===== src/rtl/io_pkg.sv =====
// io_pkg: shared types and defaults for the I/O channel controller.
//   - rd_state_e  : read-path FSM states (IDLE, DRAIN, REQ)
//   - D_WIDTH_DEF / PA_WIDTH_DEF : default data and port-address widths
//   - out_entry_t : one posted-write buffer entry {addr, data} at default widths
package io_pkg;

  localparam int D_WIDTH_DEF  = 34;
  localparam int PA_WIDTH_DEF = 4;

  typedef enum logic [1:0] {
    ST_IDLE  = 2'd0,
    ST_DRAIN = 2'd1,
    ST_REQ   = 2'd2
  } rd_state_e;

  // Layout matches the {addr, data} concatenation stored in io_out_fifo.
  typedef struct packed {
    logic [PA_WIDTH_DEF-1:0] addr;
    logic [D_WIDTH_DEF-1:0]  data;
  } out_entry_t;

endpackage


===== src/rtl/io_out_fifo.sv =====
// io_out_fifo: posted-write buffer with DEPTH entries of WIDTH bits.
// Ports:
//   clk, rst_n   : clock, asynchronous active-low reset
//   push, wdata  : write an entry (caller guarantees !full)
//   pop          : drop the head entry (caller guarantees !empty)
//   rdata        : head entry, combinational; zero while empty
//   count        : occupancy 0..DEPTH
//   full, empty  : occupancy flags
// DEPTH must be a power of two so the pointers wrap naturally.
module io_out_fifo
  import io_pkg::*;
#(
  parameter int WIDTH = 38,
  parameter int DEPTH = 4
) (
  input  logic                      clk,
  input  logic                      rst_n,
  input  logic                      push,
  input  logic                      pop,
  input  logic [WIDTH-1:0]          wdata,
  output logic [WIDTH-1:0]          rdata,
  output logic [$clog2(DEPTH):0]    count,
  output logic                      full,
  output logic                      empty
);

  localparam int PW = $clog2(DEPTH);
  localparam int CW = PW + 1;

  logic [WIDTH-1:0] mem_r [DEPTH];
  logic [PW-1:0]    wr_ptr_r;
  logic [PW-1:0]    rd_ptr_r;
  logic [CW-1:0]    count_r;

  assign count = count_r;
  assign full  = (count_r == CW'(DEPTH));
  assign empty = (count_r == CW'(0));
  // Gate the head so the outputs read zero while nothing is buffered.
  assign rdata = empty ? '0 : mem_r[rd_ptr_r];

  // Pointers and occupancy; a simultaneous push and pop leaves count unchanged.
  always_ff @(posedge clk or negedge rst_n) begin
    if (!rst_n) begin
      wr_ptr_r <= '0;
      rd_ptr_r <= '0;
      count_r  <= '0;
    end else begin
      if (push) wr_ptr_r <= wr_ptr_r + PW'(1);
      if (pop)  rd_ptr_r <= rd_ptr_r + PW'(1);
      case ({push, pop})
        2'b10:   count_r <= count_r + CW'(1);
        2'b01:   count_r <= count_r - CW'(1);
        default: count_r <= count_r;
      endcase
    end
  end

  // Entry storage; contents are meaningless until written, so no reset.
  always_ff @(posedge clk) begin
    if (push) mem_r[wr_ptr_r] <= wdata;
  end

endmodule


===== src/rtl/io_channel_unit.sv =====
// io_channel_unit: I/O channel controller between the Backend and the
// external port interface.
//   Read path : blocking handshake (IDLE -> [DRAIN] -> REQ), registered data,
//               one-cycle be_in_valid_o pulse; ordered behind buffered writes.
//   Write path: OUT_DEPTH-entry posted-write buffer (io_out_fifo) draining to
//               out_req_o/out_addr_o/out_data_o with out_ack_i.
//   Ports: clk, reset_n_i (async active-low); be_in_* read side; be_out_*
//          write side; in_* external read; out_* external write;
//          out_count_o occupancy; err_o sticky timeout flag, err_clr_i clear.
// Optional feature: define IO_TIMEOUT_EN to add a watchdog that aborts a read
// or drops a write head after TIMEOUT cycles without acknowledge.
module io_channel_unit
  import io_pkg::*;
#(
  parameter int D_WIDTH   = D_WIDTH_DEF,
  parameter int PA_WIDTH  = PA_WIDTH_DEF,
  parameter int OUT_DEPTH = 4,
  parameter int TIMEOUT   = 255
) (
  input  logic                        clk,
  input  logic                        reset_n_i,
  input  logic                        be_in_req_i,
  input  logic [PA_WIDTH-1:0]         be_in_addr_i,
  output logic [D_WIDTH-1:0]          be_in_data_o,
  output logic                        be_in_valid_o,
  output logic                        be_in_busy_o,
  input  logic                        be_out_req_i,
  input  logic [PA_WIDTH-1:0]         be_out_addr_i,
  input  logic [D_WIDTH-1:0]          be_out_data_i,
  output logic                        be_out_ready_o,
  output logic                        in_req_o,
  output logic [PA_WIDTH-1:0]         in_addr_o,
  input  logic [D_WIDTH-1:0]          in_data_i,
  input  logic                        in_ack_i,
  output logic                        out_req_o,
  output logic [PA_WIDTH-1:0]         out_addr_o,
  output logic [D_WIDTH-1:0]          out_data_o,
  input  logic                        out_ack_i,
  output logic [$clog2(OUT_DEPTH):0]  out_count_o,
  output logic                        err_o,
  input  logic                        err_clr_i
);

  localparam int EW = PA_WIDTH + D_WIDTH;

  rd_state_e           state_r;
  logic [PA_WIDTH-1:0] addr_r;
  logic [D_WIDTH-1:0]  rdata_r;
  logic                valid_r;

  logic                full_s;
  logic                empty_s;
  logic                push_s;
  logic                pop_s;
  logic                rd_ack_s;
  logic                rd_tmo_s;
  logic                wr_tmo_s;
  logic [EW-1:0]       head_s;

  // Writes freeze while a read is pending so the read cannot be starved.
  assign be_out_ready_o = !full_s && (state_r == ST_IDLE);
  assign push_s         = be_out_req_i && be_out_ready_o;
  assign out_req_o      = !empty_s;
  assign pop_s          = out_req_o && (out_ack_i || wr_tmo_s);
  assign out_addr_o     = head_s[EW-1 -: PA_WIDTH];
  assign out_data_o     = head_s[D_WIDTH-1:0];

  assign in_req_o       = (state_r == ST_REQ);
  assign in_addr_o      = in_req_o ? addr_r : '0;
  assign rd_ack_s       = in_req_o && in_ack_i;
  assign be_in_busy_o   = (state_r != ST_IDLE);
  assign be_in_data_o   = rdata_r;
  assign be_in_valid_o  = valid_r;

  io_out_fifo #(
    .WIDTH (EW),
    .DEPTH (OUT_DEPTH)
  ) u_out_fifo (
    .clk   (clk),
    .rst_n (reset_n_i),
    .push  (push_s),
    .pop   (pop_s),
    .wdata ({be_out_addr_i, be_out_data_i}),
    .rdata (head_s),
    .count (out_count_o),
    .full  (full_s),
    .empty (empty_s)
  );

  // Read FSM: latch address, wait for earlier writes to drain, then handshake.
  always_ff @(posedge clk or negedge reset_n_i) begin
    if (!reset_n_i) begin
      state_r <= ST_IDLE;
      addr_r  <= '0;
      rdata_r <= '0;
      valid_r <= 1'b0;
    end else begin
      valid_r <= 1'b0;
      case (state_r)
        ST_IDLE: begin
          if (be_in_req_i) begin
            addr_r  <= be_in_addr_i;
            // A write pushed in this same cycle is older than the read.
            state_r <= (!empty_s || push_s) ? ST_DRAIN : ST_REQ;
          end else begin
            state_r <= ST_IDLE;
          end
        end
        ST_DRAIN: begin
          state_r <= empty_s ? ST_REQ : ST_DRAIN;
        end
        ST_REQ: begin
          if (rd_ack_s) begin
            rdata_r <= in_data_i;
            valid_r <= 1'b1;
            state_r <= ST_IDLE;
          end else if (rd_tmo_s) begin
            rdata_r <= '0;
            valid_r <= 1'b1;
            state_r <= ST_IDLE;
          end else begin
            state_r <= ST_REQ;
          end
        end
        default: state_r <= ST_IDLE;
      endcase
    end
  end

`ifdef IO_TIMEOUT_EN
  localparam int WD_W = $clog2(TIMEOUT + 1);

  logic [WD_W-1:0] wd_r;
  logic            err_r;
  logic            rd_wait_s;
  logic            wr_wait_s;
  logic            wd_hit_s;
  logic            enter_req_s;

  assign rd_wait_s   = in_req_o && !in_ack_i;
  assign wr_wait_s   = out_req_o && !out_ack_i;
  assign enter_req_s = ((state_r == ST_IDLE) && be_in_req_i && empty_s && !push_s) ||
                       ((state_r == ST_DRAIN) && empty_s);
  // The cycle that would bring the count to TIMEOUT is the abort cycle, so a
  // request unacknowledged for TIMEOUT cycles completes on the next one.
  assign wd_hit_s    = (rd_wait_s || wr_wait_s) && (wd_r == WD_W'(TIMEOUT - 1));
  assign rd_tmo_s    = rd_wait_s && wd_hit_s;
  assign wr_tmo_s    = wr_wait_s && wd_hit_s && !rd_tmo_s;
  assign err_o       = err_r;

  // Watchdog: counts waiting cycles; idle cycles also clear it so a new
  // transfer never inherits a stale count.
  always_ff @(posedge clk or negedge reset_n_i) begin
    if (!reset_n_i) begin
      wd_r <= '0;
    end else if (enter_req_s || pop_s || !(rd_wait_s || wr_wait_s)) begin
      wd_r <= '0;
    end else begin
      wd_r <= wd_r + WD_W'(1);
    end
  end

  // Sticky error flag; a new timeout wins over a clear in the same cycle.
  always_ff @(posedge clk or negedge reset_n_i) begin
    if (!reset_n_i) begin
      err_r <= 1'b0;
    end else if (rd_tmo_s || wr_tmo_s) begin
      err_r <= 1'b1;
    end else if (err_clr_i) begin
      err_r <= 1'b0;
    end else begin
      err_r <= err_r;
    end
  end
`else
  logic unused_s;

  assign rd_tmo_s = 1'b0;
  assign wr_tmo_s = 1'b0;
  assign err_o    = 1'b0;
  assign unused_s = err_clr_i ^ (TIMEOUT > 0);
`endif

endmodule


===== config.mk =====
export PLATFORM = sky130hd
export DESIGN_NAME = io_channel_unit
export DESIGN_NICKNAME = d
export VERILOG_FILES = /design/src/rtl/io_pkg.sv /design/src/rtl/io_out_fifo.sv /design/src/rtl/io_channel_unit.sv
export SDC_FILE = /design/constraint.sdc
export NUM_CORES = 1
export LEC_CHECK = 0
export CORE_MARGIN = 5
export CORE_UTILIZATION = 51
export DETAILED_ROUTE_END_ITERATION = 7
export PLACE_DENSITY = 0.8
export SLEW_MARGIN = 20
export SYNTH_ARGS = -nofsm -noshare
export SYNTH_HDL_FRONTEND = slang
export SYNTH_HIERARCHICAL = 1
export SYNTH_SLANG_ARGS = --single-unit

===== constraint.sdc =====
create_clock -name clk -period 3.2 [get_ports clk]
set_clock_uncertainty 0.2 [all_clocks]
set_input_delay 0.32 -clock clk [delete_from_list [all_inputs] [get_ports clk]]
set_output_delay 0.32 -clock clk [all_outputs]
set_load 0.03 [all_outputs]

==> Word-level counts from Yosys, hierarchy flattened <==
Memories as Yosys holds them, arrays and structs flattened.
Index checks and enable logic that the tools add are counted.
{ "totals": {"word_cells": 42, "mem_bits_ro": 0, "mem_count": 1, "input_bits": 83, "output_inout_bits": 85, "register_bits": 48, "mem_bits_rw": 152, "latch_bits": 0} }
{ "mem_list": {"columns": ["memory", "depth", "word_bits", "read_ports", "rd_ports_with_merged_regs", "wr", "line_no", "rtl"], "rows": [
  ["u_out_fifo.mem_r", 4, 38, 1, 0, 1, "io_out_fifo.sv:30", "logic [WIDTH-1:0] mem_r [DEPTH];"]
]} }
{ "classes": {"reduce_logical": 13, "multipliers": 0, "mux": 12, "n_shift": 0, "div": 0, "bitwise_logic": 0, "add_sub_neg": 4, "n_eq_ne": 5, "n_lt_le_gt_ge": 0} }
{ "op_table": {"columns": ["operator", "count"], "rows": [
  ["2-to-1 mux 38 bit", 1],
  ["2-to-1 mux 2 bit", 4],
  ["case mux 2 bit (3 select lines)", 1],
  ["case mux 3 bit (2 select lines)", 1],
  ["adder 2 x 1 -> 2 bit (second input constant)", 2],
  ["equality test 2 x 1 -> 1 bit (second input constant)", 2],
  ["equality test 2 bit (second input constant)", 2],
  ["logical AND 1 bit", 4],
  ["2-to-1 mux 1 bit", 4],
  ["2-to-1 mux 4 bit", 1],
  ["AND reduction 2 bit", 2],
  ["nonzero test 2 bit", 2],
  ["adder 3 x 1 -> 3 bit (second input constant)", 1],
  ["equality test 3 bit (second input constant)", 1],
  ["logical NOT 3 bit", 1],
  ["subtractor 3 x 1 -> 3 bit (second input constant)", 1],
  ["logical NOT 1 bit", 2],
  ["logical NOT 2 bit", 1],
  ["logical OR 1 bit", 1]
]} }

==> Longest topological paths before layout <==
Gate-level depths: netlist (run 1).
{ "logic_depth": {"ltp_word": 8, "depth_mapped": 11, "mapped_depth_nobuf": 11} }

==> Hierarchy <==
The synthesis (run 1) kept the hierarchy.
{ "modules_own_cells": {"columns": ["module", "area_per_inst_um2", "cells_per_inst", "instances", "seq_area_each_um2"], "rows": [
  ["io_out_fifo", 6159.7, 277, 1, 4739.5],
  ["io_channel_unit", 1781.7, 106, 1, 1026.0]
]} }

==> Worst setup path after synthesis (run 1) <==
Ideal clock, no wire load.
{ "synth_path": {"path_kind": "register to register", "startpoint": "register u_out_fifo.count_r[1] (netlist: u_out_fifo/count[1])", "endpoint": "memory u_out_fifo.mem_r[0][0] (enable)", "path_buffers": 0, "t_arrival_ns": 2.284, "required_ns": 2.601, "period_less_slack_ns": 2.883, "stages_incl_launch_ff": 6, "slack_ns": 0.317, "setup_ns": 0.399, "cell_sequence": "dfrtp_1 inv_1 and3_1 nand2b_1 nor2_1 and2_1"} }
{ "synth_via": {"elab_chain_len": 6} }
{ "synth_rtl": {"columns": ["element", "line_no", "rtl"], "rows": [
  ["from (decl)", "io_out_fifo.sv:33", "logic [CW-1:0] count_r;"],
  ["from (signal assigned)", "io_out_fifo.sv:51", "2'b10: count_r <= count_r + CW'(1);"],
  ["from (signal assigned)", "io_out_fifo.sv:52", "2'b01: count_r <= count_r - CW'(1);"],
  ["from (signal assigned)", "io_out_fifo.sv:53", "default: count_r <= count_r;"],
  ["equality test 3 bit", "io_out_fifo.sv:36", "assign full = (count_r == CW'(DEPTH));"],
  ["named net full_s", "io_channel_unit.sv:51", "logic full_s;"],
  ["logical NOT 1 bit", "io_channel_unit.sv:61", "assign be_out_ready_o = !full_s && (state_r == ST_IDLE);"],
  ["logical AND 1 bit", "io_channel_unit.sv:61", null],
  ["logical AND 1 bit", "io_channel_unit.sv:62", "assign push_s = be_out_req_i && be_out_ready_o;"],
  ["named net push_s", "io_channel_unit.sv:53", "logic push_s;"],
  ["2-to-1 mux 1 bit", "io_out_fifo.sv:60", "if (push) mem_r[wr_ptr_r] <= wdata;"],
  ["2-to-1 mux 1 bit (not written as such)", "io_out_fifo.sv:60", null],
  ["to (decl)", "io_out_fifo.sv:30", null]
]} }
The timed path passes the listed nets, and every way through them passes these cells.

==> Final worst setup path (run 1) <==
{ "layout_path": {"startpoint": "register u_out_fifo.rd_ptr_r[0]", "endpoint": "output port out_data_o[33]"} }
{ "layout_via": {"elab_chain_len": 2} }
{ "layout_rtl": {"columns": ["element", "line_no", "rtl"], "rows": [
  ["from (decl)", "io_out_fifo.sv:32", "logic [PW-1:0] rd_ptr_r;"],
  ["from (signal assigned)", "io_out_fifo.sv:49", "if (pop) rd_ptr_r <= rd_ptr_r + PW'(1);"],
  ["memory (4 x 38 bit)", null, null],
  ["2-to-1 mux 38 bit", "io_out_fifo.sv:39", "assign rdata = empty ? '0 : mem_r[rd_ptr_r];"],
  ["to (decl)", "io_channel_unit.sv:37", "output logic [D_WIDTH-1:0] out_data_o,"]
]} }
Every way passes these cells.

==> results of run 1 <==
[layout by cell type (no fill, tap or decap), types with 2 or more instances in the layout]
master | synthesis | final
sky130_fd_sc_hd__buf_4 | 3 | 11
sky130_fd_sc_hd__ha_1 | 5 | 5
sky130_fd_sc_hd__and2b_1 | 4 | 4
sky130_fd_sc_hd__mux4_2 | 38 | 38
sky130_fd_sc_hd__xor2_1 | 4 | 4
sky130_fd_sc_hd__nand2_1 | 2 | 2
sky130_fd_sc_hd__nor2_1 | 4 | 4
sky130_fd_sc_hd__dfrtp_1 | 48 | 46
sky130_fd_sc_hd__clkinv_1 | 0 | 3
sky130_fd_sc_hd__bufinv_16 | 0 | 3
sky130_fd_sc_hd__xnor2_1 | 2 | 2
sky130_fd_sc_hd__dfrtp_2 | 0 | 2
sky130_fd_sc_hd__and2_2 | 4 | 8
sky130_fd_sc_hd__edfxtp_1 | 152 | 152
sky130_fd_sc_hd__clkdlybuf4s50_1 | 0 | 164
sky130_fd_sc_hd__inv_1 | 10 | 10
sky130_fd_sc_hd__nor2b_1 | 35 | 35
sky130_fd_sc_hd__mux2_2 | 9 | 9
sky130_fd_sc_hd__clkbuf_16 | 0 | 17
sky130_fd_sc_hd__inv_6 | 0 | 6
sky130_fd_sc_hd__clkinv_2 | 0 | 2
sky130_fd_sc_hd__buf_12 | 3 | 2
sky130_fd_sc_hd__mux2_4 | 29 | 29
[cell usage after synthesis]
master / instances / area, um2
sky130_fd_sc_hd__and2b_1: 4 / 30.0
sky130_fd_sc_hd__or2_2: 1 / 6.26
sky130_fd_sc_hd__nand2_8: 1 / 20.0
sky130_fd_sc_hd__buf_6: 6 / 67.6
sky130_fd_sc_hd__buf_2: 2 / 10.0
sky130_fd_sc_hd__nand2_1: 2 / 7.51
sky130_fd_sc_hd__mux2_2: 9 / 101
sky130_fd_sc_hd__nor2_1: 4 / 15.0
sky130_fd_sc_hd__nor3_1: 1 / 5.00
sky130_fd_sc_hd__a21oi_1: 1 / 5.00
sky130_fd_sc_hd__and2_1: 4 / 25.0
sky130_fd_sc_hd__nor2b_2: 1 / 8.76
sky130_fd_sc_hd__inv_1: 10 / 37.5
sky130_fd_sc_hd__o32ai_1: 1 / 8.76
sky130_fd_sc_hd__and2_2: 4 / 30.0
sky130_fd_sc_hd__nand2b_1: 1 / 6.26
sky130_fd_sc_hd__nor3_2: 1 / 10.0
sky130_fd_sc_hd__mux2_4: 29 / 435
sky130_fd_sc_hd__mux2i_1: 1 / 10.0
sky130_fd_sc_hd__xor2_1: 4 / 35.0
sky130_fd_sc_hd__buf_12: 3 / 60.1
sky130_fd_sc_hd__conb_1: 1 / 3.75
sky130_fd_sc_hd__ha_1: 5 / 62.6
sky130_fd_sc_hd__o21ai_0: 1 / 5.00
sky130_fd_sc_hd__edfxtp_1: 152 / 4560
sky130_fd_sc_hd__and3_1: 1 / 6.26
sky130_fd_sc_hd__mux4_2: 38 / 856
sky130_fd_sc_hd__buf_4: 3 / 22.5
sky130_fd_sc_hd__clkbuf_1: 4 / 15.0
sky130_fd_sc_hd__xnor2_1: 2 / 17.5
sky130_fd_sc_hd__dfrtp_1: 48 / 1200
sky130_fd_sc_hd__fa_1: 1 / 20.0
sky130_fd_sc_hd__nor2b_1: 35 / 219
sky130_fd_sc_hd__o21a_1: 1 / 7.51
sky130_fd_sc_hd__nor2_2: 1 / 6.26
[layer usage]
metal | vias up | global-route usage
met2 | 123 | 0.325
met4 | 0 | 0.0667
met5 | - | 0
met3 | 24 | 0.0458
li1 | 1831 | -
met1 | 2120 | 0.225
[sequential cells by signal (all words and copies together), names as in the netlist]
register	flops
addr_r	4
be_in_data_o	34
be_in_valid_o	1
state_r	2
u_out_fifo/count	3
u_out_fifo/mem_r	152
u_out_fifo/rd_ptr_r	2
u_out_fifo/wr_ptr_r	2
[final cells by class]
type | instances | area, um2
timing repair buffer | 178 | 1770
sequential | 200 | 5770
tap | 211 | 264
inverter | 10 | 37.5
fill | 1002 | 4840
clock inverter | 15 | 173
multi-input combinational | 155 | 1970
clock buffer | 17 | 425
[report_power, final]
group / switching (mW) / internal (mW) / leakage [nW] / total (mW)
Clock: 0.934 / 1.24 / 0.296 / 2.17
Sequential: 0.236 / 3.30 / 1.97 / 3.53
Combinational: 2.39 / 2.12 / 1.57 / 4.51
Total: 3.56 / 6.65 / 3.83 / 10.2
[through the flow]
step                      setup slack (ns)  hold WS, ns   util  cell area [um2]
after global placement               0.664        0.260  0.643             9810
after detailed placement             0.632        0.280  0.643             9810
after floorplan                      0.317       -0.176      -             7940
after global routing                0.0844        0.290  0.683            10400
after CTS                            0.168        0.277  0.682            10400
final                                0.222        0.240  0.683            10400
[kinds of logic after synthesis]
logic type / after synthesis / synth area share
other cells: 1 / 0.000472
buf+inv: 28 / 0.0268
flops: 200 / 0.726
mux: 77 / 0.177
compound gates: 4 / 0.00331
xor+xnor: 6 / 0.00662
simple gates: 61 / 0.0498
fa+ha+maj: 6 / 0.0104
[how the worst min path moves through the flow]
stage | slack [ns] | endpoint | depth (start not counted)
floorplan | -0.18 | addr_r[0] | 0
global placement | 0.26 | state_r[0] | 1
detailed placement | 0.28 | state_r[0] | 1
CTS | 0.28 | be_in_data_o[15] | 2
global route | 0.29 | be_in_data_o[28] | 2
finish | 0.24 | be_in_data_o[24] | 2
==> metrics.txt, run 1 <==
# TYPE chip_impl_metric gauge
chip_impl_metric{name="rows",unit=""} 45
chip_impl_metric{name="clkSlewWorstSetupHoldPaths",unit="ns"} 0.07
chip_impl_metric{name="worst-path-stages",unit=""} 4
chip_impl_metric{name="synth_area_per_cell",unit="um2"} 20.7
chip_impl_metric{name="cts_post_setup_buffers_inserted",unit=""} 0
chip_impl_metric{name="die_width",unit="um"} 135
chip_impl_metric{name="globalRouteTotalUtil",unit=""} 0.186
chip_impl_metric{name="power.ir.vdd_worst",unit="mV"} 0.658
chip_impl_metric{name="dr_total_vias",unit=""} 4098
chip_impl_metric{name="timing.final.hold_violations",unit=""} 0
chip_impl_metric{name="cts-htree-levels",unit=""} 4
chip_impl_metric{name="port_buffers",unit=""} 165
chip_impl_metric{name="hpwl",unit="mm"} 10.4
chip_impl_metric{name="area_delta_synth_final",unit="%"} 31.2
chip_impl_metric{name="synthesis.nets",unit=""} 472
chip_impl_metric{name="floorplan.die.height",unit="um"} 135
chip_impl_metric{name="tightest_slew",unit="ns"} 0.623
chip_impl_info{name="status",value="finished, final reports clean"} 1
chip_impl_info{name="cp_slowest_cell",value="sky130_fd_sc_hd__clkdlybuf4s50_1"} 1
chip_impl_info{name="routed.top_layer",value="met4"} 1
chip_impl_info{name="worstReg2RegEnd",value="u_out_fifo/count[2]"} 1
chip_impl_metric{name="synthDistinctLibCells",unit=""} 35
chip_impl_metric{name="worstPathBufferInverterCount",unit=""} 2
chip_impl_metric{name="setup_viol",unit=""} 0
chip_impl_info{name="critical-path-top-delay-family",value="buffers and inverters"} 1
chip_impl_metric{name="grt_overflow",unit=""} 0
chip_impl_info{name="master_cell_of_the_clock_root_buffer",value="sky130_fd_sc_hd__clkbuf_16"} 1
chip_impl_metric{name="biggest_cell_delay_along_the_critical_path",unit="ns"} 0.61
chip_impl_metric{name="timing.final.crit_share",unit=""} 0.931
chip_impl_info{name="tritoncts",value="yes"} 1
chip_impl_metric{name="first_global_vias",unit=""} 4509
chip_impl_info{name="setup.worst_path.start",value="u_out_fifo/rd_ptr_r[0]"} 1
chip_impl_metric{name="critical_path_arrival",unit="ns"} 2.46
chip_impl_metric{name="maxClockFrequency",unit="MHz"} 336
chip_impl_metric{name="antenna_found_initial",unit=""} 0
chip_impl_metric{name="fin_max_slew_vios",unit=""} 0
chip_impl_metric{name="route.detailed.drc",unit=""} 0
chip_impl_metric{name="worst_skew_pair.late_latency",unit="ns"} 0.42
chip_impl_metric{name="die_footprint",unit="um2"} 18200
chip_impl_metric{name="cts.path.max_buffers",unit=""} 2
chip_impl_metric{name="count_of_nets_after_finishing",unit=""} 651
chip_impl_metric{name="core_area",unit="um2"} 15300
chip_impl_metric{name="dp.cells",unit=""} 753
chip_impl_metric{name="ys_seq_elements",unit=""} 200
chip_impl_metric{name="critPathRequiredTime",unit="ns"} 2.68
chip_impl_metric{name="met2WireLength",unit="mm"} 8.62
chip_impl_metric{name="synth_area",unit="um2"} 7940
chip_impl_metric{name="avgRoutedWirePerCell",unit="um"} 20.6
chip_impl_metric{name="antenna_cells",unit=""} 0
chip_impl_info{name="critPathKind",value="reg -> out"} 1
chip_impl_metric{name="synth_sequential_area_ratio",unit=""} 0.726
chip_impl_metric{name="drt-initial-drc-count",unit=""} 180
chip_impl_info{name="worstSetupEndpointType",value="primary output"} 1
chip_impl_info{name="crit_path_to",value="out_data_o[33]"} 1
chip_impl_info{name="hold_path.class",value="in -> async"} 1
chip_impl_metric{name="worst_r2r_path_depth",unit=""} 11
chip_impl_metric{name="post_route_cells_drive_above_1_share",unit=""} 0.231
chip_impl_metric{name="detail-route-antenna-nets",unit=""} 0
chip_impl_metric{name="power_per_cell_area",unit="nW/um2"} 980
chip_impl_metric{name="cts_buffers",unit=""} 17
chip_impl_metric{name="power_leakage",unit="nW"} 3.83
chip_impl_info{name="start_kind",value="flop"} 1
chip_impl_metric{name="cts.sink_count",unit=""} 200
chip_impl_metric{name="yosys_warnings",unit=""} 6
chip_impl_info{name="cp_cell_sequence",value="buf_12 > mux4_2 > nor2b_1 > clkdlybuf4s50_1"} 1
chip_impl_metric{name="floorplan.io_pins",unit=""} 168
chip_impl_metric{name="max-cap-violations",unit=""} 0
chip_impl_metric{name="fin_cells",unit=""} 786
chip_impl_metric{name="crit_fanout",unit=""} 40
chip_impl_metric{name="power.total",unit="mW"} 10.2
chip_impl_metric{name="post_synth_inst_count",unit=""} 383
chip_impl_metric{name="wl_met1",unit="mm"} 6.50
chip_impl_metric{name="starting_density",unit=""} 0.520
chip_impl_metric{name="mean_number_of_vias_per_cell",unit=""} 5.21
chip_impl_metric{name="timing.final.crit_period",unit="ns"} 2.98
chip_impl_metric{name="drt-pass1-iter-count",unit=""} 4
chip_impl_metric{name="cts_hold_buffers",unit=""} 1
chip_impl_info{name="regToRegStartpoint",value="u_out_fifo/count[1]"} 1
chip_impl_metric{name="grt_pass1_wl",unit="mm"} 25.1
chip_impl_metric{name="postCtsResizedCells",unit=""} 0
chip_impl_info{name="rsz0062_at_grt",value="no"} 1
chip_impl_metric{name="detail_route.wirelength",unit="mm"} 16.2
chip_impl_metric{name="met3_wirelength_from_detailed_routing",unit="um"} 728
chip_impl_metric{name="timing.slew.headroom",unit=""} 0.584
chip_impl_metric{name="routabilityCongestion",unit=""} 0.735
chip_impl_metric{name="largest_net_degree_at_the_start_of_global_routing",unit=""} 49
chip_impl_metric{name="finalSetupTns",unit="ns"} 0
chip_impl_metric{name="reg2reg_slack",unit="ns"} 0.63
(Power assumes the default switching activity.)
==> run 2: changes to the inputs <==
--- a/config.mk
+++ b/config.mk
@@ -9,6 +9,7 @@
 export CORE_UTILIZATION = 51
 export DETAILED_ROUTE_END_ITERATION = 7
 export PLACE_DENSITY = 0.8
+export SKIP_CTS_REPAIR_TIMING = 1
 export SLEW_MARGIN = 20
 export SYNTH_ARGS = -nofsm -noshare
 export SYNTH_HDL_FRONTEND = slang
==> metrics.txt, run 2 (same netlist as run 1, synthesis figures left out) <==
# TYPE chip_impl_metric gauge
chip_impl_metric{name="utilization",unit=""} 0.683
chip_impl_metric{name="area_delta_synth_final",unit="%"} 31.2
chip_impl_metric{name="finalSetupTns",unit="ns"} 0
chip_impl_metric{name="post_route_cells_drive_above_1_share",unit=""} 0.231
chip_impl_metric{name="critPathRequiredTime",unit="ns"} 2.68
chip_impl_metric{name="detailedPlace.worstSlack",unit="ns"} 0.632
chip_impl_metric{name="drt-pass1-iter-count",unit=""} 4
chip_impl_metric{name="power_per_cell_area",unit="nW/um2"} 979
chip_impl_metric{name="avgRoutedWirePerCell",unit="um"} 20.5
chip_impl_info{name="most_common_cell_after_layout_fill_and_taps_aside",value="sky130_fd_sc_hd__clkdlybuf4s50_1"} 1
chip_impl_metric{name="worst_r2r_path_depth",unit=""} 11
chip_impl_metric{name="dr_total_vias",unit=""} 4089
chip_impl_metric{name="mean_number_of_vias_per_cell",unit=""} 5.20
chip_impl_metric{name="die_footprint",unit="um2"} 18200
chip_impl_metric{name="count_of_nets_after_finishing",unit=""} 651
chip_impl_info{name="rsz0062_at_grt",value="no"} 1
chip_impl_metric{name="regArea",unit="um2"} 5770
chip_impl_metric{name="reg2reg_slack",unit="ns"} 0.62
chip_impl_metric{name="floorplan.io_pins",unit=""} 168
chip_impl_metric{name="cts_buffers",unit=""} 17
chip_impl_metric{name="die_width",unit="um"} 135
chip_impl_metric{name="fin_max_slew_vios",unit=""} 0
chip_impl_metric{name="detailed_place.area",unit="um2"} 9810
chip_impl_info{name="worstSetupEndpointType",value="primary output"} 1
chip_impl_info{name="tritoncts",value="yes"} 1
chip_impl_metric{name="power_leakage",unit="nW"} 3.83
chip_impl_metric{name="detail_route.wirelength",unit="mm"} 16.1
chip_impl_metric{name="setup_viol",unit=""} 0
chip_impl_metric{name="worst_skew_pair.late_latency",unit="ns"} 0.42
chip_impl_info{name="status",value="finished, final reports clean"} 1
chip_impl_metric{name="maxClockFrequency",unit="MHz"} 336
chip_impl_info{name="worstReg2RegEnd",value="u_out_fifo/count[2]"} 1
chip_impl_info{name="regToRegStartpoint",value="u_out_fifo/count[1]"} 1
chip_impl_metric{name="grt_pass1_wl",unit="mm"} 25.1
chip_impl_metric{name="setup_ws",unit="ns"} 0.226
chip_impl_metric{name="power.ir.vdd_worst",unit="mV"} 0.658
chip_impl_metric{name="floorplan.die.height",unit="um"} 135
chip_impl_metric{name="starting_density",unit=""} 0.520
chip_impl_metric{name="timing.final.crit_share",unit=""} 0.929
chip_impl_metric{name="timing.slew.headroom",unit=""} 0.582
chip_impl_metric{name="combined_area_of_the_multi_input_logic_cells",unit="um2"} 1970
chip_impl_metric{name="antenna_found_initial",unit=""} 0
chip_impl_metric{name="globalRouteTotalUtil",unit=""} 0.185
chip_impl_info{name="register_ranked_first_by_flip_flop_count",value="u_out_fifo/mem_r"} 1
chip_impl_metric{name="cts-htree-levels",unit=""} 4
chip_impl_metric{name="critical_path_arrival",unit="ns"} 2.45
chip_impl_metric{name="hpwl",unit="mm"} 10.4
chip_impl_metric{name="tightest_slew",unit="ns"} 0.628
chip_impl_metric{name="timing.final.hold_violations",unit=""} 0
chip_impl_metric{name="drt-initial-drc-count",unit=""} 195
chip_impl_metric{name="port_buffers",unit=""} 165
chip_impl_info{name="hold_path.class",value="in -> async"} 1
chip_impl_metric{name="layout.filler_cells",unit=""} 1003
chip_impl_info{name="master_cell_of_the_clock_root_buffer",value="sky130_fd_sc_hd__clkbuf_16"} 1
chip_impl_metric{name="first_global_vias",unit=""} 4511
chip_impl_metric{name="final_design_area_no_fill",unit="um2"} 10400
chip_impl_metric{name="largest_net_degree_at_the_start_of_global_routing",unit=""} 49
chip_impl_metric{name="core_area",unit="um2"} 15300
chip_impl_metric{name="power.total",unit="mW"} 10.2
chip_impl_info{name="critPathKind",value="reg -> out"} 1
chip_impl_metric{name="detail-route-antenna-nets",unit=""} 0
chip_impl_metric{name="timing.final.crit_period",unit="ns"} 2.97
chip_impl_metric{name="antenna_cells",unit=""} 0
chip_impl_metric{name="crit_fanout",unit=""} 40
chip_impl_metric{name="cts.path.max_buffers",unit=""} 2
chip_impl_metric{name="clkSlewWorstSetupHoldPaths",unit="ns"} 0.07
chip_impl_info{name="start_kind",value="flop"} 1
chip_impl_metric{name="route.detailed.drc",unit=""} 0
chip_impl_metric{name="rows",unit=""} 45
chip_impl_metric{name="max-cap-violations",unit=""} 0
chip_impl_metric{name="grt_overflow",unit=""} 0
chip_impl_info{name="layout.cells.most_common_list",value="164 x sky130_fd_sc_hd__clkdlybuf4s50_1, 152 x sky130_fd_sc_hd__edfxtp_1, 46 x sky130_fd_sc_hd__dfrtp_1"} 1
chip_impl_metric{name="largest_register_ff_count",unit=""} 152
chip_impl_metric{name="cts.sink_count",unit=""} 200
chip_impl_metric{name="routabilityCongestion",unit=""} 0.735
run 2: cell counts in the layout (fill, tap and decap cells not counted):
Identical to the previous run, type by type.
run 2: final cells by class:
class | instances | area share
well taps | 211 | 0.0253
clock inverters | 15 | 0.0166
clock buffers | 17 | 0.0408
multi-input cells | 155 | 0.190
repair buffers | 178 | 0.170
flip-flops and latches | 200 | 0.554
inverters | 10 | 0.00360
run 2: metal layers:
layer  share of wire  up-vias  track usage
li1                -     1832            -
met1            0.40     2112        0.224
met2            0.53      121        0.324
met3           0.048       24       0.0455
met4           0.022        0       0.0667
met5               0        -            0
run 2: report_power, final:
group | total [mW] | switching, mW | leakage [nW] | internal, mW
Clock | 2.17 | 0.933 | 0.296 | 1.24
Combinational | 4.50 | 2.38 | 1.57 | 2.12
Sequential | 3.53 | 0.233 | 1.97 | 3.30
Total | 10.2 | 3.55 | 3.83 | 6.65
run 2: worst max-delay path by stage:
stage                            from                      to  slack [ns]  cells past startpoint
3_5_place_dp      u_out_fifo/count[0]     u_out_fifo/count[2]        0.63                     11
5_1_grt        u_out_fifo/rd_ptr_r[0]          out_data_o[33]        0.08                      4
3_3_place_gp   u_out_fifo/rd_ptr_r[0]          out_data_o[28]        0.66                      4
4_1_cts        u_out_fifo/rd_ptr_r[0]          out_data_o[28]        0.17                      4
6_report       u_out_fifo/rd_ptr_r[0]          out_data_o[33]        0.23                      4
2_1_floorplan     u_out_fifo/count[1]  u_out_fifo/mem_r[0][0]        0.32                      5
run 2: critical path: stages, from the launching register on:
cell and delay (ns):
sky130_fd_sc_hd__dfrtp_2 0.37, sky130_fd_sc_hd__buf_12 0.31, sky130_fd_sc_hd__mux4_2 0.56, sky130_fd_sc_hd__nor2b_1 0.16, sky130_fd_sc_hd__clkdlybuf4s50_1 0.61
run 2: stage by stage:
| step | hold WS [ns] | std cells |
|---|---|---|
| 6_report | 0.259 | 786 |
| 5_1_grt | 0.290 | 786 |
| 4_1_cts | -0.0903 | 785 |
| 3_5_place_dp | 0.280 | 753 |
| 2_1_floorplan | -0.176 | 383 |
| 3_3_place_gp | 0.260 | 753 |
==> run 3: changes to the inputs <==
--- a/config.mk
+++ b/config.mk
@@ -5,10 +5,11 @@
 export SDC_FILE = /design/constraint.sdc
 export NUM_CORES = 1
 export LEC_CHECK = 0
+export CAP_MARGIN = 20
 export CORE_MARGIN = 5
-export CORE_UTILIZATION = 51
+export CORE_UTILIZATION = 46
 export DETAILED_ROUTE_END_ITERATION = 7
-export PLACE_DENSITY = 0.8
+export PLACE_DENSITY = 0.76
 export SKIP_CTS_REPAIR_TIMING = 1
 export SLEW_MARGIN = 20
 export SYNTH_ARGS = -nofsm -noshare
==> constraint.sdc (replaced) <==
create_clock -name clk -period 2.4 [get_ports clk]
set_clock_uncertainty 0.2 [all_clocks]
set_input_delay 0.24 -clock clk [delete_from_list [all_inputs] [get_ports clk]]
set_output_delay 0.24 -clock clk [all_outputs]
set_load 0.03 [all_outputs]
==> metrics.txt, run 3 (same netlist as run 1, synthesis figures left out) <==
# TYPE chip_impl_metric gauge
chip_impl_metric{name="area_delta_synth_final",unit="%"} 35.9
chip_impl_metric{name="globalRouteTotalUtil",unit=""} 0.161
chip_impl_metric{name="clkSlewWorstSetupHoldPaths",unit="ns"} 0.07
chip_impl_metric{name="largest_net_degree_at_the_start_of_global_routing",unit=""} 37
chip_impl_metric{name="cts.sink_count",unit=""} 200
chip_impl_metric{name="setup_ws",unit="ns"} -0.0374
chip_impl_metric{name="floorplan.die.height",unit="um"} 141
chip_impl_metric{name="detailed_place.area",unit="um2"} 9950
chip_impl_metric{name="crit_fanout",unit=""} 5
chip_impl_info{name="regToRegStartpoint",value="u_out_fifo/count[1]"} 1
chip_impl_metric{name="cts.path.max_buffers",unit=""} 2
chip_impl_info{name="cp_slowest_cell",value="sky130_fd_sc_hd__mux4_2"} 1
chip_impl_metric{name="timing.final.hold_violations",unit=""} 0
chip_impl_metric{name="grt_overflow",unit=""} 0
chip_impl_metric{name="dr_total_vias",unit=""} 4140
chip_impl_metric{name="power.switching_fraction",unit=""} 0.352
chip_impl_metric{name="fin_max_slew_vios",unit=""} 0
chip_impl_metric{name="min_delay_path_depth",unit=""} 2
chip_impl_metric{name="reg2reg_slack",unit="ns"} 0.16
chip_impl_metric{name="detail-route-antenna-nets",unit=""} 0
chip_impl_metric{name="starting_density",unit=""} 0.464
chip_impl_info{name="start_kind",value="flop"} 1
chip_impl_metric{name="core_area",unit="um2"} 17100
chip_impl_info{name="cp_cell_sequence",value="buf_6 > clkbuf_16 > buf_6 > mux4_2 > nor2b_1 > buf_4"} 1
chip_impl_metric{name="hpwl",unit="mm"} 10.4
chip_impl_metric{name="final_design_area_no_fill",unit="um2"} 10800
chip_impl_metric{name="met3_wirelength_from_detailed_routing",unit="mm"} 1.46
chip_impl_metric{name="timing.final.crit_share",unit=""} 1.02
chip_impl_info{name="layout.cells.most_common_list",value="152 x sky130_fd_sc_hd__edfxtp_1, 119 x sky130_fd_sc_hd__clkdlybuf4s50_1, 44 x sky130_fd_sc_hd__dfrtp_1"} 1
chip_impl_metric{name="drt-pass1-iter-count",unit=""} 4
chip_impl_metric{name="die_width",unit="um"} 141
chip_impl_metric{name="route.detailed.drc",unit=""} 0
chip_impl_metric{name="cts_buffers",unit=""} 17
chip_impl_metric{name="maxClockFrequency",unit="MHz"} 410
chip_impl_info{name="master_cell_of_the_clock_root_buffer",value="sky130_fd_sc_hd__clkbuf_16"} 1
chip_impl_metric{name="post_route_cells_drive_above_1_share",unit=""} 0.350
chip_impl_metric{name="worst_r2r_path_depth",unit=""} 11
chip_impl_metric{name="power.switching",unit="mW"} 4.92
chip_impl_metric{name="met2WireLength",unit="mm"} 7.78
chip_impl_info{name="routed.top_layer",value="met4"} 1
chip_impl_info{name="tritoncts",value="yes"} 1
chip_impl_metric{name="power.combinational.fraction",unit=""} 0.466
chip_impl_metric{name="combined_area_of_the_multi_input_logic_cells",unit="um2"} 2060
chip_impl_info{name="hold_path.class",value="in -> reg"} 1
chip_impl_metric{name="rows",unit=""} 48
chip_impl_metric{name="antenna_found_initial",unit=""} 0
chip_impl_metric{name="worst_skew_pair.late_latency",unit="ns"} 0.42
chip_impl_info{name="min_delay_worst_endpoint",value="be_in_data_o[15]"} 1
chip_impl_info{name="register_ranked_first_by_flip_flop_count",value="u_out_fifo/mem_r"} 1
chip_impl_info{name="rsz0062_at_grt",value="yes"} 1
chip_impl_metric{name="port_buffers",unit=""} 165
chip_impl_info{name="worst_hold_startpoint",value="in_data_i[15]"} 1
chip_impl_metric{name="timing.slew.headroom",unit=""} 0.466
chip_impl_info{name="worstSetupEndpointType",value="primary output"} 1
chip_impl_metric{name="biggest_cell_delay_along_the_critical_path",unit="ns"} 0.47
chip_impl_metric{name="detailedPlace.worstSlack",unit="ns"} -0.0103
chip_impl_metric{name="count_of_nets_after_finishing",unit=""} 673
chip_impl_info{name="critical_path.most_common_cell",value="sky130_fd_sc_hd__buf_6"} 1
chip_impl_metric{name="regArea",unit="um2"} 5770
chip_impl_info{name="status",value="finished, violations left"} 1
chip_impl_metric{name="max-cap-violations",unit=""} 0
chip_impl_info{name="critPathKind",value="reg -> out"} 1
chip_impl_metric{name="power.ir.vdd_worst",unit="mV"} 0.700
chip_impl_metric{name="floorplan.io_pins",unit=""} 168
chip_impl_metric{name="first_global_vias",unit=""} 4585
chip_impl_info{name="worstReg2RegEnd",value="u_out_fifo/count[2]"} 1
chip_impl_metric{name="setup_viol",unit=""} 1
chip_impl_metric{name="cts-htree-levels",unit=""} 4
chip_impl_metric{name="die_footprint",unit="um2"} 20000
chip_impl_metric{name="drt-initial-drc-count",unit=""} 154
chip_impl_metric{name="antenna_cells",unit=""} 0
chip_impl_metric{name="power_per_cell_area",unit="nW/um2"} 1290
chip_impl_metric{name="seq_power_share",unit=""} 0.340
chip_impl_metric{name="mean_number_of_vias_per_cell",unit=""} 5.04
chip_impl_metric{name="grt_pass1_wl",unit="mm"} 24.5
chip_impl_metric{name="layout.filler_cells",unit=""} 1171
chip_impl_metric{name="power_report.internal_total",unit="mW"} 9.04
chip_impl_metric{name="power_leakage",unit="nW"} 4.21
chip_impl_info{name="most_common_cell_after_layout_fill_and_taps_aside",value="sky130_fd_sc_hd__edfxtp_1"} 1
chip_impl_metric{name="timing.final.crit_period",unit="ns"} 2.44
chip_impl_metric{name="tightest_slew",unit="ns"} 0.800
chip_impl_metric{name="critical_path_arrival",unit="ns"} 2.00
chip_impl_metric{name="wl_met1",unit="mm"} 6.56
chip_impl_metric{name="critPathRequiredTime",unit="ns"} 1.96
chip_impl_metric{name="avgRoutedWirePerCell",unit="um"} 19.5
chip_impl_metric{name="clock_power_share",unit=""} 0.195
chip_impl_metric{name="detail_route.wirelength",unit="mm"} 16.0
chip_impl_metric{name="largest_register_ff_count",unit=""} 152
chip_impl_metric{name="utilization",unit=""} 0.630
chip_impl_info{name="failed_checks",value="negative setup slack"} 1
chip_impl_metric{name="routabilityCongestion",unit=""} 0.778
==> run 3: cell count changes in the layout (fill, tap and decap cells not counted), moves of 3 or more <==
cell / before / now
sky130_fd_sc_hd__nor2b_1: 35 / 24
sky130_fd_sc_hd__buf_2: 0 / 8
sky130_fd_sc_hd__nor2b_2: 1 / 4
sky130_fd_sc_hd__clkbuf_16: 17 / 21
sky130_fd_sc_hd__nor2b_4: 0 / 8
sky130_fd_sc_hd__buf_6: 0 / 15
sky130_fd_sc_hd__buf_4: 11 / 26
sky130_fd_sc_hd__buf_12: 2 / 9
sky130_fd_sc_hd__clkbuf_2: 0 / 6
sky130_fd_sc_hd__clkdlybuf4s50_1: 164 / 119
sky130_fd_sc_hd__dlymetal6s2s_1: 0 / 11
==> run 3: power by group through the flow <==
stage                     clock network, mW  registers, mW  logic [mW]
after CTS                              2.78           4.75        6.18
after floorplan                           0           5.28        3.28
after global routing                   2.97           4.81        6.89
final                                  2.72           4.74        6.50
after global placement                    0           4.77        6.10
after detailed placement                  0           4.79        6.17
==> run 3: area by class of cell <==
cell class | count | area share
Clock buffer | 17 | 0.0394
Clock inverter | 15 | 0.0136
Inverter | 10 | 0.00348
Multi-Input combinational cell | 155 | 0.191
Sequential cell | 200 | 0.535
Tap cell | 225 | 0.0261
Timing Repair Buffer | 200 | 0.192
==> run 3: worst max path at each step <==
stage               slack, ns                     end              startpoint  cells past startpoint
finish                  -0.04           out_data_o[3]  u_out_fifo/rd_ptr_r[0]                      6
global route            -0.11           out_data_o[3]  u_out_fifo/rd_ptr_r[0]                      6
CTS                     -0.42          out_data_o[19]  u_out_fifo/rd_ptr_r[0]                      4
detailed placement      -0.01     u_out_fifo/count[2]               out_ack_i                      8
global placement         0.05          out_data_o[19]  u_out_fifo/rd_ptr_r[0]                      4
floorplan                0.01  u_out_fifo/mem_r[0][0]     u_out_fifo/count[1]                      5
==> run 3: per-stage QoR <==
stage          hold slack (ns)  cells  setup TNS, ns  power (mW)
3_3_place_gp             0.161    775              0        10.9
3_5_place_dp             0.175    775        -0.0103        11.0
6_report                 0.224    822        -0.0374        14.0
4_1_cts                 -0.284    807         -10.61        13.7
2_1_floorplan           -0.256    383              0        8.55
5_1_grt                  0.204    822         -0.653        14.7
==> run 3: critical path, delay by kind of cell (launching register included) <==
family                 cells  cell delay [ns]
and+or+nand+nor            1             0.14
DFF                        1             0.40
muxes                      1             0.47
buffers and inverters      4             0.58
==> run 3: per-layer routing <==
layer	track usage	up-vias
met5	0	-
met4	0.0465	0
met3	0.0694	18
met2	0.258	168
met1	0.201	2084
li1	-	1870
